### src/rtl/instr_fetch_unit_pkg.sv
// Shared types and constants for the instruction fetch unit: FSM states,
// control-group opcodes and the instruction decode helper.
package instr_fetch_unit_pkg;

   localparam int IR_W = 24;

   localparam logic [3:0]      CTRL_GRP = 4'h1;
   localparam logic [7:0]      OP_JMP   = 8'd0;
   localparam logic [7:0]      OP_JZE   = 8'd1;
   localparam logic [7:0]      OP_JNE   = 8'd2;
   localparam logic [7:0]      OP_JCY   = 8'd3;
   localparam logic [7:0]      OP_RET   = 8'd4;
   localparam logic [7:0]      OP_BSR   = 8'd5;
   localparam logic [IR_W-1:0] RET_ALT  = 24'h080005;

   typedef enum logic [2:0] {
      ST_IDLE,
      ST_FETCH,
      ST_WAIT,
      ST_ISSUE,
      ST_RESOLVE
   } state_t;

   typedef enum logic [2:0] {
      CF_SEQ,
      CF_JMP,
      CF_JZE,
      CF_JNE,
      CF_JCY,
      CF_RET,
      CF_BSR
   } cflow_t;

   // RET_ALT lives outside the control group but still behaves as a return.
   function automatic cflow_t decode_cflow(input logic [IR_W-1:0] word);
      cflow_t cf;
      cf = CF_SEQ;
      if (word == RET_ALT) begin
         cf = CF_RET;
      end else if (word[23:20] == CTRL_GRP) begin
         case (word[19:12])
            OP_JMP:  cf = CF_JMP;
            OP_JZE:  cf = CF_JZE;
            OP_JNE:  cf = CF_JNE;
            OP_JCY:  cf = CF_JCY;
            OP_RET:  cf = CF_RET;
            OP_BSR:  cf = CF_BSR;
            default: cf = CF_SEQ;
         endcase
      end
      return cf;
   endfunction

   function automatic logic is_cond(input cflow_t cf);
      return (cf == CF_JZE) || (cf == CF_JNE) || (cf == CF_JCY);
   endfunction

endpackage

### src/rtl/instr_fetch_unit_ret_stack.sv
// Return-address LIFO. Push on full and pop on empty are ignored here;
// the caller decides what those cases mean.
module ret_stack #(
   parameter int DATA_W = 12,
   parameter int DEPTH  = 8
) (
   input  logic              clk,
   input  logic              reset,
   input  logic              i_push,
   input  logic              i_pop,
   input  logic [DATA_W-1:0] i_data,
   output logic [DATA_W-1:0] o_top,
   output logic              o_full,
   output logic              o_empty
);

   localparam int AW  = $clog2(DEPTH);
   localparam int SPW = AW + 1;

   logic [DATA_W-1:0] r_mem [DEPTH];
   logic [SPW-1:0]    r_sp;
   logic [AW-1:0]     w_top_idx;
   logic              w_do_push;
   logic              w_do_pop;

   assign o_full    = (r_sp == SPW'(DEPTH));
   assign o_empty   = (r_sp == '0);
   assign w_do_push = i_push && !o_full;
   assign w_do_pop  = i_pop && !o_empty;
   assign w_top_idx = AW'(r_sp - SPW'(1));
   assign o_top     = r_mem[w_top_idx];

   always_ff @(posedge clk or posedge reset) begin
      if (reset) begin
         r_sp <= '0;
      end else if (w_do_push) begin
         r_sp <= r_sp + SPW'(1);
      end else if (w_do_pop) begin
         r_sp <= r_sp - SPW'(1);
      end
   end

   always_ff @(posedge clk) begin
      if (w_do_push) begin
         r_mem[r_sp[AW-1:0]] <= i_data;
      end
   end

endmodule

### src/rtl/instr_fetch_unit.sv
// Instruction fetch unit: owns the PC, fetches words from program memory,
// hands them to decode and resolves control flow with a return stack.
//
// state    | meaning
// ---------+-----------------------------------------------------------
// IDLE     | first cycle after reset release
// FETCH    | pm_req high for one cycle, pm_addr = pc
// WAIT     | waiting for pm_valid, then latch word into ir
// ISSUE    | ir_valid high until ir_ready; unconditional flow resolved
// RESOLVE  | conditional jump waiting for flags_stable
module instr_fetch_unit
   import instr_fetch_unit_pkg::*;
#(
   parameter int PC_W        = 12,
   parameter int STACK_DEPTH = 8
) (
   input  logic            clk,
   input  logic            reset,
   output logic            pm_req,
   output logic [PC_W-1:0] pm_addr,
   input  logic [IR_W-1:0] pm_rdata,
   input  logic            pm_valid,
   output logic [IR_W-1:0] ir,
   output logic            ir_valid,
   input  logic            ir_ready,
   input  logic            z_flag,
   input  logic            cy_flag,
   input  logic            flags_stable,
   output logic            stack_err,
   output logic [PC_W-1:0] pc_out
);

   state_t          r_state;
   logic [PC_W-1:0] r_pc;
   logic [IR_W-1:0] r_ir;
   logic            r_ir_valid;
   logic            r_pm_req;
   logic [PC_W-1:0] r_pm_addr;
   logic            r_stack_err;

   cflow_t          w_cf;
   logic [PC_W-1:0] w_pc_inc;
   logic [PC_W-1:0] w_target;
   logic [PC_W-1:0] w_pc_issue;
   logic [PC_W-1:0] w_pc_resolve;
   logic [PC_W-1:0] w_top;
   logic            w_full;
   logic            w_empty;
   logic            w_handshake;
   logic            w_push;
   logic            w_pop;
   logic            w_taken;
   logic            w_stack_fault;

   assign w_cf        = decode_cflow(r_ir);
   assign w_pc_inc    = r_pc + PC_W'(1);
   assign w_target    = r_ir[PC_W-1:0];
   assign w_handshake = (r_state == ST_ISSUE) && ir_ready;
   assign w_push      = w_handshake && (w_cf == CF_BSR);
   assign w_pop       = w_handshake && (w_cf == CF_RET);

   assign w_stack_fault = ((w_cf == CF_BSR) && w_full) ||
                          ((w_cf == CF_RET) && w_empty);

   ret_stack #(
      .DATA_W (PC_W),
      .DEPTH  (STACK_DEPTH)
   ) u_ret_stack (
      .clk     (clk),
      .reset   (reset),
      .i_push  (w_push),
      .i_pop   (w_pop),
      .i_data  (w_pc_inc),
      .o_top   (w_top),
      .o_full  (w_full),
      .o_empty (w_empty)
   );

   always_comb begin
      w_pc_issue = w_pc_inc;
      case (w_cf)
         CF_JMP, CF_BSR: w_pc_issue = w_target;
         CF_RET:         w_pc_issue = w_empty ? '0 : w_top;
         default:        w_pc_issue = w_pc_inc;
      endcase
   end

   always_comb begin
      w_taken = 1'b0;
      case (w_cf)
         CF_JZE:  w_taken = z_flag;
         CF_JNE:  w_taken = !z_flag;
         CF_JCY:  w_taken = cy_flag;
         default: w_taken = 1'b0;
      endcase
   end

   assign w_pc_resolve = w_taken ? w_target : w_pc_inc;

   always_ff @(posedge clk or posedge reset) begin
      if (reset) begin
         r_state     <= ST_IDLE;
         r_pc        <= '0;
         r_ir        <= '0;
         r_ir_valid  <= 1'b0;
         r_pm_req    <= 1'b0;
         r_pm_addr   <= '0;
         r_stack_err <= 1'b0;
      end else begin
         case (r_state)
            ST_IDLE: begin
               r_pm_req  <= 1'b1;
               r_pm_addr <= r_pc;
               r_state   <= ST_FETCH;
            end
            ST_FETCH: begin
               r_pm_req <= 1'b0;
               r_state  <= ST_WAIT;
            end
            ST_WAIT: begin
               if (pm_valid) begin
                  r_ir       <= pm_rdata;
                  r_ir_valid <= 1'b1;
                  r_state    <= ST_ISSUE;
               end
            end
            ST_ISSUE: begin
               if (ir_ready) begin
                  r_ir_valid <= 1'b0;
                  if (is_cond(w_cf)) begin
                     r_state <= ST_RESOLVE;
                  end else begin
                     r_pc      <= w_pc_issue;
                     r_pm_addr <= w_pc_issue;
                     r_pm_req  <= 1'b1;
                     r_state   <= ST_FETCH;
                     if (w_stack_fault) begin
                        r_stack_err <= 1'b1;
                     end
                  end
               end
            end
            ST_RESOLVE: begin
               if (flags_stable) begin
                  r_pc      <= w_pc_resolve;
                  r_pm_addr <= w_pc_resolve;
                  r_pm_req  <= 1'b1;
                  r_state   <= ST_FETCH;
               end
            end
            default: begin
               r_state  <= ST_IDLE;
               r_pm_req <= 1'b0;
            end
         endcase
      end
   end

   assign pm_req    = r_pm_req;
   assign pm_addr   = r_pm_addr;
   assign ir        = r_ir;
   assign ir_valid  = r_ir_valid;
   assign stack_err = r_stack_err;
   assign pc_out    = r_pc;

endmodule
### config.mk
export PLATFORM = sky130hd
export DESIGN_NAME = instr_fetch_unit
export DESIGN_NICKNAME = d
export VERILOG_FILES = /design/src/rtl/instr_fetch_unit_pkg.sv /design/src/rtl/instr_fetch_unit_ret_stack.sv /design/src/rtl/instr_fetch_unit.sv
export SDC_FILE = /design/constraint.sdc
export NUM_CORES = 1
export LEC_CHECK = 0
export BUFFER_PORTS_ARGS = -buffer_cell sky130_fd_sc_hd__buf_2
export CAP_MARGIN = 10
export CORE_MARGIN = 2
export CORE_UTILIZATION = 40
export CTS_BUF_LIST = sky130_fd_sc_hd__clkbuf_8 sky130_fd_sc_hd__clkbuf_16
export CTS_CLUSTER_DIAMETER = 120
export DETAILED_ROUTE_END_ITERATION = 16
export PLACE_DENSITY = 0.56
export SLEW_MARGIN = 20
export SYNTH_ARGS = -nofsm -noshare
export SYNTH_HDL_FRONTEND = slang
export SYNTH_SLANG_ARGS = --single-unit
### constraint.sdc
create_clock -name clk -period 4.94 [get_ports clk]
set_clock_uncertainty 0.05 [all_clocks]
set_input_delay 0.988 -clock clk [delete_from_list [all_inputs] [get_ports clk]]
set_output_delay 0.988 -clock clk [all_outputs]
set_load 0.01 [all_outputs]
Yosys cells after proc, flatten, opt, wreduce, memory -nomap -nowiden
Memory sizes are Yosys's and may differ from the RTL's.
Index checks and enable logic that the tools add are counted.
{ "op_classes": {"addsub": 3, "eq_ne": 22, "n_mux": 28, "bitwise_logic": 2, "reduce_logical": 28} }
{ "op_table": {"columns": ["cell", "count"], "rows": [
  ["$mux W12", 5],
  ["$pmux W12 S2", 2],
  ["$pmux W12 S3", 1],
  ["$eq A24 B20 Y1 const B", 1],
  ["$mux W3", 6],
  ["$pmux W3 S6", 1],
  ["$eq A8 B2 Y1 const B", 2],
  ["$eq A8 B3 Y1 const B", 2],
  ["$reduce_and A4 Y1", 4],
  ["$pmux W3 S5", 1],
  ["$add A12 B1 Y12 const B", 1],
  ["$eq A3 B2 Y1 const B", 4],
  ["$eq A3 B3 Y1 const B", 4],
  ["$eq A8 B1 Y1 const B", 1],
  ["$logic_not A8 Y1", 1],
  ["$mux W4", 2],
  ["$ne A2 B2 Y1 const B", 4],
  ["$logic_and A1 B1 Y1", 7],
  ["$mux W1", 7],
  ["$eq A3 B1 Y1 const B", 2],
  ["$reduce_and A3 Y1", 2],
  ["$reduce_bool A2 Y1", 3],
  ["$add A4 B1 Y4 const B", 1],
  ["$eq A4 B1 Y1 const B", 1],
  ["13 further kinds", 18]
]} }
{ "word_totals": {"register_bits": 58, "ram_bits": 96, "in_bits": 31, "output_inout_bits": 51, "memories": 1} }
{ "mem_list": {"columns": ["name", "words", "width", "read_ports", "rd_clocked_by_memory_dff", "write_ports", "line", "source"], "rows": [
  ["u_ret_stack.r_mem", 8, 12, 1, 0, 1, "instr_fetch_unit_ret_stack.sv:20", "logic [DATA_W-1:0] r_mem [DEPTH];"]
]} }

Depth between registers and ports, before layout
{ "logic_depth": {"ltp_word": 10, "depth_mapped": 11, "depth_no_buf": 7} }

Modules after synthesis
From an unflattened synthesis, not the netlist that was laid out.
{ "unflattened": {"hier_cells": 538, "area_unflattened_um2": 7294.5} }
{ "modules_own_cells": {"columns": ["module", "n_inst", "cells_each", "area_per_inst_um2", "seq_area_each_um2"], "rows": [
  ["ret_stack", 1, 197, 4047.6, 2982.9],
  ["instr_fetch_unit", 1, 341, 3246.9, 1351.3]
]} }

Worst setup path after synthesis
Ideal clock, no wire load.
{ "synth_timing": {"path_type": "register to register", "startpoint": "register u_ret_stack.r_sp[0]", "endpoint": "memory u_ret_stack.r_mem[5][0], enable pin", "setup_ns": 0.399, "t_arrival_ns": 3.296, "t_required_ns": 4.491, "setup_slack_ns": 1.195, "path_stages_with_launch": 9, "n_path_buf": 2, "path_cell_list": "dfrtp_1 > buf_2 > clkbuf_1 > inv_1 > ha_1 > nor2b_1 > a2111oi_2 > nand2_1 > nor3b_1"} }
{ "synth_between": {"elab_chain_len": 5} }
{ "synth_lines": {"columns": ["element", "line", "source"], "rows": [
  ["start: declaration", "instr_fetch_unit_ret_stack.sv:21", "logic [SPW-1:0] r_sp;"],
  ["start signal: assignment", "instr_fetch_unit_ret_stack.sv:37", "r_sp <= r_sp + SPW'(1);"],
  ["start signal: assignment", "instr_fetch_unit_ret_stack.sv:39", "r_sp <= r_sp - SPW'(1);"],
  ["$eq A4 B4 Y1", "instr_fetch_unit_ret_stack.sv:26", "assign o_full = (r_sp == SPW'(DEPTH));"],
  ["$logic_not A1 Y1", "instr_fetch_unit_ret_stack.sv:28", "assign w_do_push = i_push && !o_full;"],
  ["$logic_and A1 B1 Y1", "instr_fetch_unit_ret_stack.sv:28", null],
  ["$mux W1", "instr_fetch_unit_ret_stack.sv:44", "if (w_do_push) begin"],
  ["$mux W1 (not written as such)", "instr_fetch_unit_ret_stack.sv:45", "r_mem[r_sp[AW-1:0]] <= i_data;"],
  ["end: declaration", "instr_fetch_unit_ret_stack.sv:20", null]
]} }
Several ways; a longest one is shown, not always the timed one.

Worst setup path in the final report
{ "layout_timing": {"startpoint": "register u_ret_stack.r_sp[0]", "endpoint": "register r_pc[4] (netlist: pc_out[4])"} }
{ "layout_between": {"elab_chain_len": 7, "word_cells_on_any_way": 8} }
{ "layout_lines": {"columns": ["element", "line", "source"], "rows": [
  ["$sub A4 B1 Y4", "instr_fetch_unit_ret_stack.sv:30", "assign w_top_idx = AW'(r_sp - SPW'(1));"],
  ["$mem_v2 Z8 W12", null, null],
  ["$mux W12 *", "instr_fetch_unit.sv:83", "CF_RET: w_pc_issue = w_empty ? '0 : w_top;"],
  ["$pmux W12 S2 *", "instr_fetch_unit.sv:81", "case (w_cf)"],
  ["$mux W12 *", "instr_fetch_unit.sv:130", "if (is_cond(w_cf)) begin"],
  ["$mux W12 *", "instr_fetch_unit.sv:128", "if (ir_ready) begin"],
  ["$pmux W12 S2 *", "instr_fetch_unit.sv:110", "case (r_state)"],
  ["end signal: assignment", "instr_fetch_unit.sv:133", "r_pc <= w_pc_issue;"],
  ["end signal: assignment", "instr_fetch_unit.sv:145", "r_pc <= w_pc_resolve;"],
  ["end: declaration", "instr_fetch_unit.sv:34", "logic [PC_W-1:0] r_pc;"]
]} }
Mark *: on every way between the ends. The rest lies on a longest branch, timed or not. The select of a mux whose other input is x is not followed.
A chain may end at the register's enable or synchronous reset.

==> run summary <==
status: finished, final reports clean
Row Count: 49
worst min path class: flop to flop
Setup crit end kind: flop
Slowest-stage cell, CP: dfrtp_2
DR pass1 iterations: 5
Hold Fails Final Rpt: 0
antenna fix cells: 0
synth warn: 0
number of global-route vias before repair: 5124
Starting Density: 0.408
core area: 17900 um^2
# setup viols final: 0
GR Util All Layers: 0.197
first-pass GRT wire length: 29100 um
CP top delay family: flip-flops
post-CTS setup buffers: 0
Worst Path Buf+Inv: 2
antenna-violating nets left: 0
Worst slew margin: 0.292
WP data arrival: 4.10 ns
final wirelength: 18400 um
worst-path cell chain: inv_1 > ha_1 > buf_4 > mux4_2 > mux2i_1 > nor3_1 > nor4_1 > a21oi_1
Max-Cap Viols: 0
Avg Synthesized Cell Area: 13.9 um^2
I/O pin cnt: 82
Synth Instances: 524
Clock Latency Late Sink: 0.43 ns
DR vias: 4988
share of post-route cells with drive strength above 1: 0.328
fin. max-slew vios: 0
Post-synth EDFFs: 96
# DRC: 0
port buffer count: 81
post-CTS sizing: 0
maximum achievable frequency: 0.259 GHz
leak pwr: 0.00311 uW
RSZ-0062 raised after global routing: false
GRT overflow: 0
Synth Area in Compound Gates: 0.122
Post-Synthesis Cell Area: 7300 um^2
Final #Nets: 635
min cycle time layout: 3.86 ns
Critical Path Max Stage Delay: 1.01 ns
Worst Path Required: 5.18 ns
fraction of synthesized area in multiplexers: 0.126
Syn Nets: 559
Synth Register Bits: 154
hold buffer count at cts: 0
Clk pin slew, worst setup/hold paths: 0.07 ns
area share of fa/ha/maj cells after synthesis: 0.00823
clock root cell: clkbuf_16
cell area power density: 543 nW/um^2
main combinational cell family by area after synthesis: multiplexers
VDD IR max: 0.000308 V
post-synth cell types: 70
# H-tree levels: 4
total power: 4630 uW
Total Neg Setup Slack: 0 ns
initial DRC count: 462
area grow syn2layout: 16.9%
sequential share of the synthesized area: 0.594
largest net degree at the start of global routing: 59
measured slew at the worst slew-check pin: 1.05 ns
simple-gate portion of the synthesized area: 0.102
DP HPWL: 12800 um
via count normalized by instance count: 5.93
Die ar.: 19300 um^2
Synth Area in XOR/XNOR: 0.0168
Longest Clk Path Bufs: 2
TritonCTS clock tree: done
wire per inst: 21.9 um
die height: 139 um
kind of start point of the critical path: flop
Top FF cell, synth: edfxtp_1
die width: 139 um
CTS sink count: 154
crit-path max FO: 32
final cycle utilization of the critical path: 0.781
ys async rst share: 0.377
Inserted Clock Buffers: 17
CP Class: flop to flop
GPL Wtd Cong: 0.833
initial antenna violation count: 0
registers in the layout (all words and copies together) (netlist names):
register,count
ir_valid,1
pm_req,1
pm_addr,12
ir,24
u_ret_stack.r_sp,4
stack_err,1
pc_out,12
r_state,3
u_ret_stack.r_mem,96
final timing paths:
check	startpoint	endpoint	slack [ns]	cells past startpoint
hold reg to reg	stack_err	stack_err	0.42	2
setup reg to reg	u_ret_stack.r_sp[0]	pc_out[4]	1.08	8
max in group asynchronous	reset	u_ret_stack.r_sp[0]	3.58	3
hold / removal	stack_err	stack_err	0.42	2
min in group asynchronous	reset	pc_out[10]	0.70	3
setup / recovery	u_ret_stack.r_sp[0]	pc_out[4]	1.08	8
power by group:
part / internal [uW] / total [uW] / switching [uW] / leakage [uW]
clock network: 756 / 1310 / 550 / 0.000284
logic: 512 / 1300 / 785 / 0.00130
registers: 1700 / 2030 / 327 / 0.00152
total: 2970 / 4630 / 1660 / 0.00311
worst register-to-register path: stages, from the launching register on:
cell,delay (ns)
dfrtp_2,1.01
inv_1,0.21
ha_1,0.83
buf_4,0.37
mux4_2,0.33
mux2i_1,0.19
nor3_1,0.07
nor4_1,0.53
a21oi_1,0.15
metal layers:
layer,vias up,global-route usage,part of all wire
met5,-,0,0
met4,0,0.0734,0.027
met3,39,0.0428,0.054
met2,174,0.319,0.48
met1,2536,0.264,0.43
li1,2239,-,-
cells by family after synthesis:
logic type | after synthesis
xor+xnor | 14
fa+ha+maj | 5
buf+inv | 50
compound gates | 117
flops | 154
simple gates | 125
mux | 59
synth_stat cells, types with 4 or more instances:
cell / number / area (um^2)
ha_1: 4 / 50.1
o31a_2: 4 / 40.0
o21ai_0: 16 / 80.1
a31oi_1: 9 / 56.3
clkbuf_1: 25 / 93.8
o2111a_1: 4 / 45.0
inv_1: 11 / 41.3
a21oi_1: 11 / 55.1
nand2_1: 15 / 56.3
nor4_1: 6 / 37.5
or3b_2: 4 / 35.0
nor2_1: 20 / 75.1
dfrtp_1: 58 / 1450
edfxtp_1: 96 / 2880
buf_2: 4 / 20.0
xnor2_1: 11 / 96.3
buf_6: 4 / 45.0
nor3_1: 21 / 105
and3_1: 7 / 43.8
mux2i_1: 11 / 110
nand2b_1: 5 / 31.3
o21a_1: 7 / 52.6
buf_1: 6 / 22.5
nand4_1: 9 / 56.3
a21o_1: 4 / 30.0
mux2_2: 24 / 270
o211ai_1: 18 / 135
mux4_2: 24 / 541
a211oi_1: 5 / 37.5
nand3_1: 12 / 60.1
stage by stage:
| stage | hold WS, ns | cell area, um^2 | setup slack [ns] | utilization | std cells |
|---|---|---|---|---|---|
| detailed placement | 0.419 | 7920 | 0.982 | 0.443 | 809 |
| global placement | 0.410 | 7920 | 1.14 | 0.443 | 809 |
| floorplan | 0.453 | 7300 | 1.20 | - | 524 |
| global route | 0.453 | 8530 | 0.765 | 0.476 | 841 |
| CTS | 0.434 | 8510 | 0.957 | 0.476 | 840 |
| finish | 0.425 | 8530 | 1.08 | 0.476 | 841 |
cell usage in the layout, fill, tap and decap left out, types with 4 or more instances in the layout:
cell	count
a211oi_1	5
a21o_1	4
a21oi_1	11
a31oi_1	9
and3_1	7
buf_2	81
buf_4	14
clkbuf_16	17
dfrtp_1	57
edfxtp_1	96
ha_1	4
inv_1	11
inv_6	4
mux2_2	24
mux2i_1	11
mux4_2	24
nand2_1	15
nand2b_1	5
nand3_1	12
nand4_1	9
nor2_1	20
nor3_1	21
nor4_1	5
o2111a_1	4
o211ai_1	18
o21a_1	7
o21ai_0	16
o31a_2	4
or3b_2	4
xnor2_1	11
final cells by class:
cell class / instances / area (um^2)
Clock buffer: 17 / 425
Clock inverter: 14 / 164
Fill cell: 1632 / 9380
Inverter: 11 / 41.3
Multi-Input combinational cell: 320 / 2760
Sequential cell: 154 / 4340
Tap cell: 229 / 287
Timing Repair Buffer: 96 / 518
Note: power is estimated with default switching activity, not from simulation.
